--- config.mk ---
export PLATFORM = sky130hd
export DESIGN_NAME = ex_operand_stage
export DESIGN_NICKNAME = d
export VERILOG_FILES = /design/src/rtl/ex_operand_stage_pkg.sv /design/src/rtl/ex_operand_stage_forward_mux.sv /design/src/rtl/ex_operand_stage.sv
export SDC_FILE = /design/constraint.sdc
export NUM_CORES = 1
export LEC_CHECK = 0
export CORE_UTILIZATION = 40
export DETAILED_ROUTE_END_ITERATION = 10
export PLACE_DENSITY = 0.75
export SYNTH_ARGS = -nofsm -noshare
export SYNTH_HDL_FRONTEND = slang
export SYNTH_SLANG_ARGS = --single-unit
export TNS_END_PERCENT = 50
--- constraint.sdc ---
create_clock -name clk -period 4.75 [get_ports clk]
set_clock_uncertainty 0.2 [all_clocks]
set_input_delay 1.425 -clock clk [delete_from_list [all_inputs] [get_ports clk]]
set_output_delay 1.425 -clock clk [all_outputs]
set_load 0.05 [all_outputs]
--- src/rtl/ex_operand_stage_pkg.sv ---
// Shared definitions for the ID/EX operand stage: ALU function codes,
// forward-select encoding and the control bundle carried through ID/EX.
package ex_operand_stage_pkg;

   // ALU function codes
   localparam logic [5:0] FUN_ADD  = 6'h00;
   localparam logic [5:0] FUN_SUB  = 6'h01;
   localparam logic [5:0] FUN_AND  = 6'h18;
   localparam logic [5:0] FUN_SLL  = 6'h20;
   localparam logic [5:0] FUN_SRL  = 6'h21;
   localparam logic [5:0] FUN_SRA  = 6'h22;
   localparam logic [5:0] FUN_ROR  = 6'h23;
   localparam logic [5:0] FUN_SLT  = 6'h30;
   localparam logic [5:0] FUN_SLTU = 6'h31;

   // Operand source chosen by the forwarding network
   typedef enum logic [1:0] {
      FWD_RF    = 2'd0,
      FWD_EXMEM = 2'd1,
      FWD_MEMWB = 2'd2
   } fwd_sel_e;

   // Control portion of the ID/EX register
   typedef struct packed {
      logic       valid;
      logic       reg_write;
      logic       mem_read;
      logic       mem_write;
      logic       sign;
      logic       srca_shamt;
      logic       srcb_imm;
      logic [5:0] fun;
   } ex_ctrl_t;

   // A bubble is an invalid slot that writes nothing and has fun 0
   localparam ex_ctrl_t BUBBLE = '0;

endpackage

--- src/rtl/ex_operand_stage_forward_mux.sv ---
// Per-operand forwarding: picks EX/MEM, then MEM/WB, then the latched
// register-file value. Register 0 is hard-wired and never forwarded.
module ex_forward_mux
   import ex_operand_stage_pkg::*;
#(
   parameter int DW = 32,
   parameter int RW = 5
) (
   input  logic [RW-1:0] idx,
   input  logic [DW-1:0] rf_data,
   input  logic          exmem_reg_write,
   input  logic [RW-1:0] exmem_dst,
   input  logic [DW-1:0] exmem_result,
   input  logic          memwb_reg_write,
   input  logic [RW-1:0] memwb_dst,
   input  logic [DW-1:0] memwb_result,
   output logic [DW-1:0] data
);

   fwd_sel_e sel;

   // Select the youngest in-flight producer of idx; EX/MEM outranks MEM/WB
   always_comb begin
      sel = FWD_RF;
      if (exmem_reg_write && (exmem_dst == idx) && (idx != '0))
         sel = FWD_EXMEM;
      else if (memwb_reg_write && (memwb_dst == idx) && (idx != '0))
         sel = FWD_MEMWB;
   end

   // 3:1 operand mux
   always_comb begin
      case (sel)
         FWD_EXMEM: data = exmem_result;
         FWD_MEMWB: data = memwb_result;
         default:   data = rf_data;
      endcase
   end

endmodule

--- src/rtl/ex_operand_stage.sv ---
// ID/EX pipeline register with EX-stage operand forwarding. Handles
// load-use bubbles, branch flush and downstream hold, and feeds the ALU
// and the store-data path into MEM.
module ex_operand_stage
   import ex_operand_stage_pkg::*;
#(
   parameter int DW = 32,
   parameter int RW = 5
) (
   input  logic          clk,
   input  logic          reset,
   input  logic          id_valid,
   input  logic [DW-1:0] id_rs_data,
   input  logic [DW-1:0] id_rt_data,
   input  logic [DW-1:0] id_imm,
   input  logic [4:0]    id_shamt,
   input  logic [RW-1:0] id_rs,
   input  logic [RW-1:0] id_rt,
   input  logic [RW-1:0] id_dst,
   input  logic [5:0]    id_fun,
   input  logic          id_sign,
   input  logic          id_srca_shamt,
   input  logic          id_srcb_imm,
   input  logic          id_reg_write,
   input  logic          id_mem_read,
   input  logic          id_mem_write,
   input  logic          flush,
   input  logic          ex_hold,
   input  logic          exmem_reg_write,
   input  logic [RW-1:0] exmem_dst,
   input  logic [DW-1:0] exmem_result,
   input  logic          memwb_reg_write,
   input  logic [RW-1:0] memwb_dst,
   input  logic [DW-1:0] memwb_result,
   output logic [DW-1:0] alu_a,
   output logic [DW-1:0] alu_b,
   output logic [5:0]    alu_fun,
   output logic          alu_sign,
   output logic [DW-1:0] ex_store_data,
   output logic          ex_valid,
   output logic [RW-1:0] ex_dst,
   output logic          ex_reg_write,
   output logic          ex_mem_read,
   output logic          ex_mem_write,
   output logic          stall_id
);

   ex_ctrl_t      id_ctrl;
   ex_ctrl_t      ctrl_p1;
   logic [DW-1:0] rs_data_p1, rt_data_p1, imm_p1;
   logic [4:0]    shamt_p1;
   logic [RW-1:0] rs_p1, rt_p1, dst_p1;
   logic          load_use;
   logic [DW-1:0] fwd_rs, fwd_rt;

   assign id_ctrl = '{valid:      id_valid,
                      reg_write:  id_reg_write,
                      mem_read:   id_mem_read,
                      mem_write:  id_mem_write,
                      sign:       id_sign,
                      srca_shamt: id_srca_shamt,
                      srcb_imm:   id_srcb_imm,
                      fun:        id_fun};

   // A load in EX cannot forward its data yet, so a dependent ID instruction waits
   assign load_use = ctrl_p1.valid & ctrl_p1.mem_read & (dst_p1 != '0) &
                     ((dst_p1 == id_rs) | (dst_p1 == id_rt)) & id_valid;
   assign stall_id = load_use | ex_hold;

   // ID/EX register: flush beats hold, hold beats load-use bubble
   always_ff @(posedge clk or posedge reset) begin
      if (reset) begin
         ctrl_p1    <= BUBBLE;
         rs_data_p1 <= '0;
         rt_data_p1 <= '0;
         imm_p1     <= '0;
         shamt_p1   <= '0;
         rs_p1      <= '0;
         rt_p1      <= '0;
         dst_p1     <= '0;
      end else if (flush || (!ex_hold && load_use)) begin
         ctrl_p1    <= BUBBLE;
         rs_data_p1 <= '0;
         rt_data_p1 <= '0;
         imm_p1     <= '0;
         shamt_p1   <= '0;
         rs_p1      <= '0;
         rt_p1      <= '0;
         dst_p1     <= '0;
      end else if (!ex_hold) begin
         ctrl_p1    <= id_ctrl;
         rs_data_p1 <= id_rs_data;
         rt_data_p1 <= id_rt_data;
         imm_p1     <= id_imm;
         shamt_p1   <= id_shamt;
         rs_p1      <= id_rs;
         rt_p1      <= id_rt;
         dst_p1     <= id_dst;
      end
   end

   // ---- EX stage: forwarding stays live even while the register is held ----
   ex_forward_mux #(.DW(DW), .RW(RW)) u_fwd_rs (
      .idx             (rs_p1),
      .rf_data         (rs_data_p1),
      .exmem_reg_write (exmem_reg_write),
      .exmem_dst       (exmem_dst),
      .exmem_result    (exmem_result),
      .memwb_reg_write (memwb_reg_write),
      .memwb_dst       (memwb_dst),
      .memwb_result    (memwb_result),
      .data            (fwd_rs)
   );

   ex_forward_mux #(.DW(DW), .RW(RW)) u_fwd_rt (
      .idx             (rt_p1),
      .rf_data         (rt_data_p1),
      .exmem_reg_write (exmem_reg_write),
      .exmem_dst       (exmem_dst),
      .exmem_result    (exmem_result),
      .memwb_reg_write (memwb_reg_write),
      .memwb_dst       (memwb_dst),
      .memwb_result    (memwb_result),
      .data            (fwd_rt)
   );

   assign alu_a         = ctrl_p1.srca_shamt ? {{(DW-5){1'b0}}, shamt_p1} : fwd_rs;
   assign alu_b         = ctrl_p1.srcb_imm ? imm_p1 : fwd_rt;
   assign ex_store_data = fwd_rt;

   assign alu_fun      = ctrl_p1.fun;
   assign alu_sign     = ctrl_p1.sign;
   assign ex_valid     = ctrl_p1.valid;
   assign ex_dst       = dst_p1;
   assign ex_reg_write = ctrl_p1.reg_write;
   assign ex_mem_read  = ctrl_p1.mem_read;
   assign ex_mem_write = ctrl_p1.mem_write;

endmodule
# Yosys cells after proc, flatten, opt, wreduce, memory -nomap -nowiden
# Index checks and enable logic that the tools add are counted.
# totals
ff_bits,129
inputBits,209
output_inout_bits,113
wordCells,70
# classes
n_eq_ne,11
mux,24
bitwise,6
reduce_logical,14
# op_table
cell,n
two-way mux 32 bit,8
case mux 32 bit (2 select lines),2
two-way mux 5 bit,8
equality test 5 bit,6
two-way mux 13 bit,2
nonzero test 5 bit,3
logical AND 1 bit,9
two-way mux 2 bit,4
AND 1 bit,4
"equality test 2 x 1 -> 1 bit, second input constant",2
"equality test 2 bit, second input constant",2
"!= test 2 x 1 -> 1 bit, second input constant",1
bitwise OR 1 bit,2
logical NOT 1 bit,1
logical OR 1 bit,1

# Longest topological paths before layout
# logic_depth
ltp_word,8
ltp_mapped,7
mapped_depth_nobuf,5

# Cells and area by module
# Synthesis repeated with hierarchy kept, for this count alone.
# unflattened
hier_cells,1104
hier_area_um2,8888.5
# by_module_without_submodules
module,n_inst,cells_each,area_each_um2,seq_area_each_um2
ex_operand_stage,1,766,6991.7,3228.1
ex_forward_mux,2,169,948.4,0.0

# Worst setup path before layout
# No wires, ideal clock.
# synth_path
kind,input -> output
from,in memwb_dst[1]
to,out alu_b[0]
t_arrival_ps,3580
required_ps,3125
path_slack_ps,-455
stages,7
n_path_buf,2
cell_sequence,or2_0 > o21ai_0 > and3_1 > clkbuf_1 > buf_4 > mux2i_1 > a221oi_1
# synth_via
elab_chain_cells,8
elab_cells_between_ends,9
cone_classes,eq/ne: 3; mux: 4; reduce/logical: 2
# synth_rtl
item,line_no,text
start: declaration,ex_operand_stage.sv:33,"input logic [RW-1:0] memwb_dst,"
equality test 5 bit (*),ex_operand_stage_forward_mux.sv:27,else if (memwb_reg_write && (memwb_dst == idx) && (idx != '0))
logical AND 1 bit (*) (2 in series),ex_operand_stage_forward_mux.sv:27,
two-way mux 2 bit (*),ex_operand_stage_forward_mux.sv:27,
two-way mux 2 bit (*),ex_operand_stage_forward_mux.sv:25,if (exmem_reg_write && (exmem_dst == idx) && (idx != '0))
equality test 2 bit or equality test 2 x 1 -> 1 bit (tied branches),ex_operand_stage_forward_mux.sv:33,case (sel)
case mux 32 bit (2 select lines) (*),ex_operand_stage_forward_mux.sv:33,
two-way mux 32 bit (*),ex_operand_stage.sv:128,assign alu_b = ctrl_p1.srcb_imm ? imm_p1 : fwd_rt;
end: declaration,ex_operand_stage.sv:36,"output logic [DW-1:0] alu_b,"
# Every way passes the cells marked *; elsewhere a longest branch is shown, timed or not.

# Final worst setup path
# layout_path
from,in memwb_reg_write
to,out alu_b[4]
# layout_via
elab_chain_cells,7
elab_cells_between_ends,8
cone_classes,eq/ne: 2; mux: 4; reduce/logical: 2
# layout_rtl
item,line_no,text
start: declaration,ex_operand_stage.sv:32,"input logic memwb_reg_write,"
logical AND 1 bit (*) (2 in series),ex_operand_stage_forward_mux.sv:27,
two-way mux 2 bit (*),ex_operand_stage_forward_mux.sv:27,
two-way mux 2 bit (*),ex_operand_stage_forward_mux.sv:25,
equality test 2 bit or equality test 2 x 1 -> 1 bit (tied branches),ex_operand_stage_forward_mux.sv:33,
case mux 32 bit (2 select lines) (*),ex_operand_stage_forward_mux.sv:33,
two-way mux 32 bit (*),ex_operand_stage.sv:128,
# Marks and branches as above.

==> flow_metrics.tcl <==
set metrics [dict create \
    status "finished with violations" \
    violations "setup timing" \
    peakVddDrop_v 0.000315 \
    p_sw_mw 1.25 \
    setup_viol 1 \
    p_clk_share_pct 36.6 \
    vias 8650 \
    postRouteAntennaNets 0 \
    hold_class "flip-flop to flip-flop" \
    layout-drive-gt1-share_pct 29.9 \
    end_kind "output pin" \
    grt_pass1_vias 8927 \
    reg2reg_depth 5 \
    rsz0062_at_grt "true" \
    start_util_pct 41.4 \
    comb_power_share_pct 32.3 \
    synth_cells 853 \
    relSlewSlack_pct 27.8 \
    path_class "primary input to output pin" \
    worstPathArrival_ns 3.14 \
    drc 0 \
    start_kind "primary input" \
    hold_buffers 0 \
    htreeDepth 4 \
    hold_violations 0 \
    wirelength_um 34400 \
    placed_area_mm2 0.0129 \
    required_ns 3.12 \
    synth_ff_type "dfrtp_1" \
    grt_max_degree 130 \
    total_power_mw 3.96 \
    grt_antenna_before_repair 1 \
    cp-startpoint "memwb_reg_write" \
    die_height_um 142 \
    grt_pass1_wl_um 51300 \
    seqPwrFrac_pct 31.0 \
    ios 322 \
    clkTransAtPathRegs_ns 0.06 \
    r2r_end "rs_data_p1[8]$_DFFE_PP0P_" \
    rows 50 \
    numClockSinks 129 \
    syn_area_mm2 0.00781 \
    p_per_area_mw_per_mm2 275 \
    nets 1390 \
    final_cell_area_mm2 0.0144 \
    fin_cells 1454 \
    root_buffer "clkbuf_16" \
    crit_path_end "alu_b[4]" \
    drt-pass1-iter-count 5 \
    hold_depth 1 \
    drt_iter0_markers 591 \
    dieArea_mm2 0.0201 \
    synth_edf_count 0 \
    fin_crit_sh_pct 100 \
    power.share.switching_pct 31.5 \
    cap_viol_max_count 0 \
    yosys.cell_types.count 42 \
    port_buffers 321 \
    die_w_um 142 \
    cp_max_fo 5 \
    synth.avg_cell_area_um2 9.16 \
    synth_nets 1062 \
    core_area_mm2 0.0189 \
    setup_tns_ns -0.0107 \
    p_int_mw 2.72 \
    grt_usage_pct 33.7 \
    yosysSeqAreaShare_pct 41.3 \
    drv_slew 0 \
    leakage_nw 5.78 \
    worst_pin_slew_ns 1.08 \
    wl_per_cell_um 23.6 \
    ys_warn_count 0 \
    cts_made_buffers 17 \
    min_period_ns 4.76 \
    n_fill_cell 1202 \
    reg2reg_from "ex_dst[3]$_DFFE_PP0P_" \
    ys_ff_latch 129 \
    async_reset_ff_share_pct 100 \
    via_per_inst 5.95 \
    area_growth_pct 84.5 \
    worst_slack_ns -0.0107 \
    clk_latency_ns 0.42 \
    r2r_slack_ns 2.16 \
    pre_cts_ws_ns -0.445 \
    cts_buffer_depth 2 \
    grt_overflow_total 0 \
    cts_tree "done" \
    dp_cells 1405 \
    fmax_mhz 210 \
    dp_hpwl_um 22000 \
    place_congestion 0.883 \
    insertedDiodeCount 0 \
]
[placed cells by master (no fill, tap or decap), types with 5 or more instances in the layout]
cell	Yosys	final
dfrtp_1	129	128
clkbuf_16	0	18
a32o_1	47	47
a221oi_2	0	15
buf_12	0	110
buf_4	12	54
a221oi_4	0	20
or3b_2	10	10
mux2i_4	0	20
nor3b_1	5	5
a21oi_2	0	5
clkinvlp_4	0	5
o22ai_1	81	81
clkdlybuf4s50_1	0	210
mux2i_2	0	8
xor2_1	20	19
a21oi_1	33	27
mux2i_1	59	31
nor4b_2	5	5
buf_6	4	12
buf_16	0	5
inv_1	36	35
xnor2_1	8	5
nand2_1	163	161
o21bai_1	5	5
nor3_1	35	31
bufinv_16	0	5
o2bb2ai_2	20	21
nor2_1	38	36
[layer usage]
metal  GRT usage, %  vias to the layer above  part of all wire, %
li1               -                     3803                    -
met1           39.8                     4281                   37
met2           57.3                      469                   50
met3           8.07                       95                  7.9
met4           17.3                        2                  4.2
met5              0                        -                0.029
[registers in the layout (all words and copies together) (netlist names)]
register      cells
alu_fun           6
ctrl_p1           2
imm_p1           32
ex_dst            5
rs_data_p1       32
shamt_p1          5
rt_data_p1       32
rs_p1             5
ex_mem_read       1
rt_p1             5
ex_valid          1
ex_mem_write      1
ex_reg_write      1
alu_sign          1
[worst max-delay path, cell delays in order]
cell and delay, ns:
dlygate4sd2_1 0.27, and2_1 0.18, and3_4 0.19, buf_12 0.14, buf_12 0.15, mux2i_4 0.20, buf_6 0.13, a221oi_4 0.26
buf_12 0.18
[synth_stat cells, types with 5 or more instances]
cell         n  area [um2]
a21oi_1     33         165
a221oi_1    37         324
a32o_1      47         470
buf_2        9        45.0
buf_4       12        90.1
clkbuf_1    63         236
dfrtp_1    129        3230
inv_1       36         135
mux2i_1     59         591
nand2_1    163         612
nor2_1      38         143
nor3_1      35         175
nor3b_1      5        37.5
nor4b_2      5        75.1
o21bai_1     5        37.5
o22ai_1     81         507
o2bb2ai_1    7        61.3
o2bb2ai_2   20         300
or3b_2      10        87.6
xnor2_1      8        70.1
xor2_1      20         175
[cell families (layout without fill, tap and decap cells)]
logic type / count (synthesis) / count (layout) / share of synthesized area, %
AND/OR/NAND/NOR: 272 / 272 / 16.0
flip-flops: 129 / 129 / 41.3
XOR/XNOR: 28 / 28 / 3.14
multiplexers: 59 / 59 / 7.56
buffers and inverters: 128 / 469 / 7.25
AO/OA/AOI/OAI: 237 / 237 / 24.7
[stage by stage]
stage                     util (%)  hold slack (ns)
after global placement        68.3            0.272
after floorplan                  -            0.265
final                         76.3            0.288
after global routing          76.3            0.310
after CTS                     74.9            0.293
after detailed placement      68.3            0.280
[timing repair]
item,in CTS,in global routing
gates resized for setup,105,41
endpoints found under the setup margin,96,67
setup buffers,10,3
pin swaps,19,11
gates cloned,6,1
[power groups by stage]
stage	clock network, mW	registers (mW)	logic [mW]
2_1_floorplan	0	1.23	0.592
3_3_place_gp	0	1.24	1.19
3_5_place_dp	0	1.24	1.21
4_1_cts	1.46	1.23	1.25
5_1_grt	1.51	1.24	1.33
6_report	1.45	1.23	1.28
[worst min path at each step]
stage | start | end
floorplan | rs_data_p1[10]$_DFFE_PP0P_ | rs_data_p1[10]$_DFFE_PP0P_
global placement | alu_fun[1]$_DFFE_PP0P_ | alu_fun[1]$_DFFE_PP0P_
detailed placement | alu_fun[1]$_DFFE_PP0P_ | alu_fun[1]$_DFFE_PP0P_
global route | alu_fun[3]$_DFFE_PP0P_ | alu_fun[3]$_DFFE_PP0P_
finish | alu_fun[1]$_DFFE_PP0P_ | alu_fun[1]$_DFFE_PP0P_
CTS | alu_fun[1]$_DFFE_PP0P_ | alu_fun[1]$_DFFE_PP0P_
[layout make-up]
| cell class | instances | area, um2 | area share [%] |
|---|---|---|---|
| inverters | 36 | 139 | 0.964 |
| flip-flops and latches | 129 | 3230 | 22.4 |
| clock buffers | 18 | 439 | 3.05 |
| multi-input cells | 596 | 5000 | 34.7 |
| clock inverters | 14 | 213 | 1.48 |
| repair buffers | 401 | 5070 | 35.2 |
| well taps | 260 | 325 | 2.26 |
(Power assumes the default switching activity.)
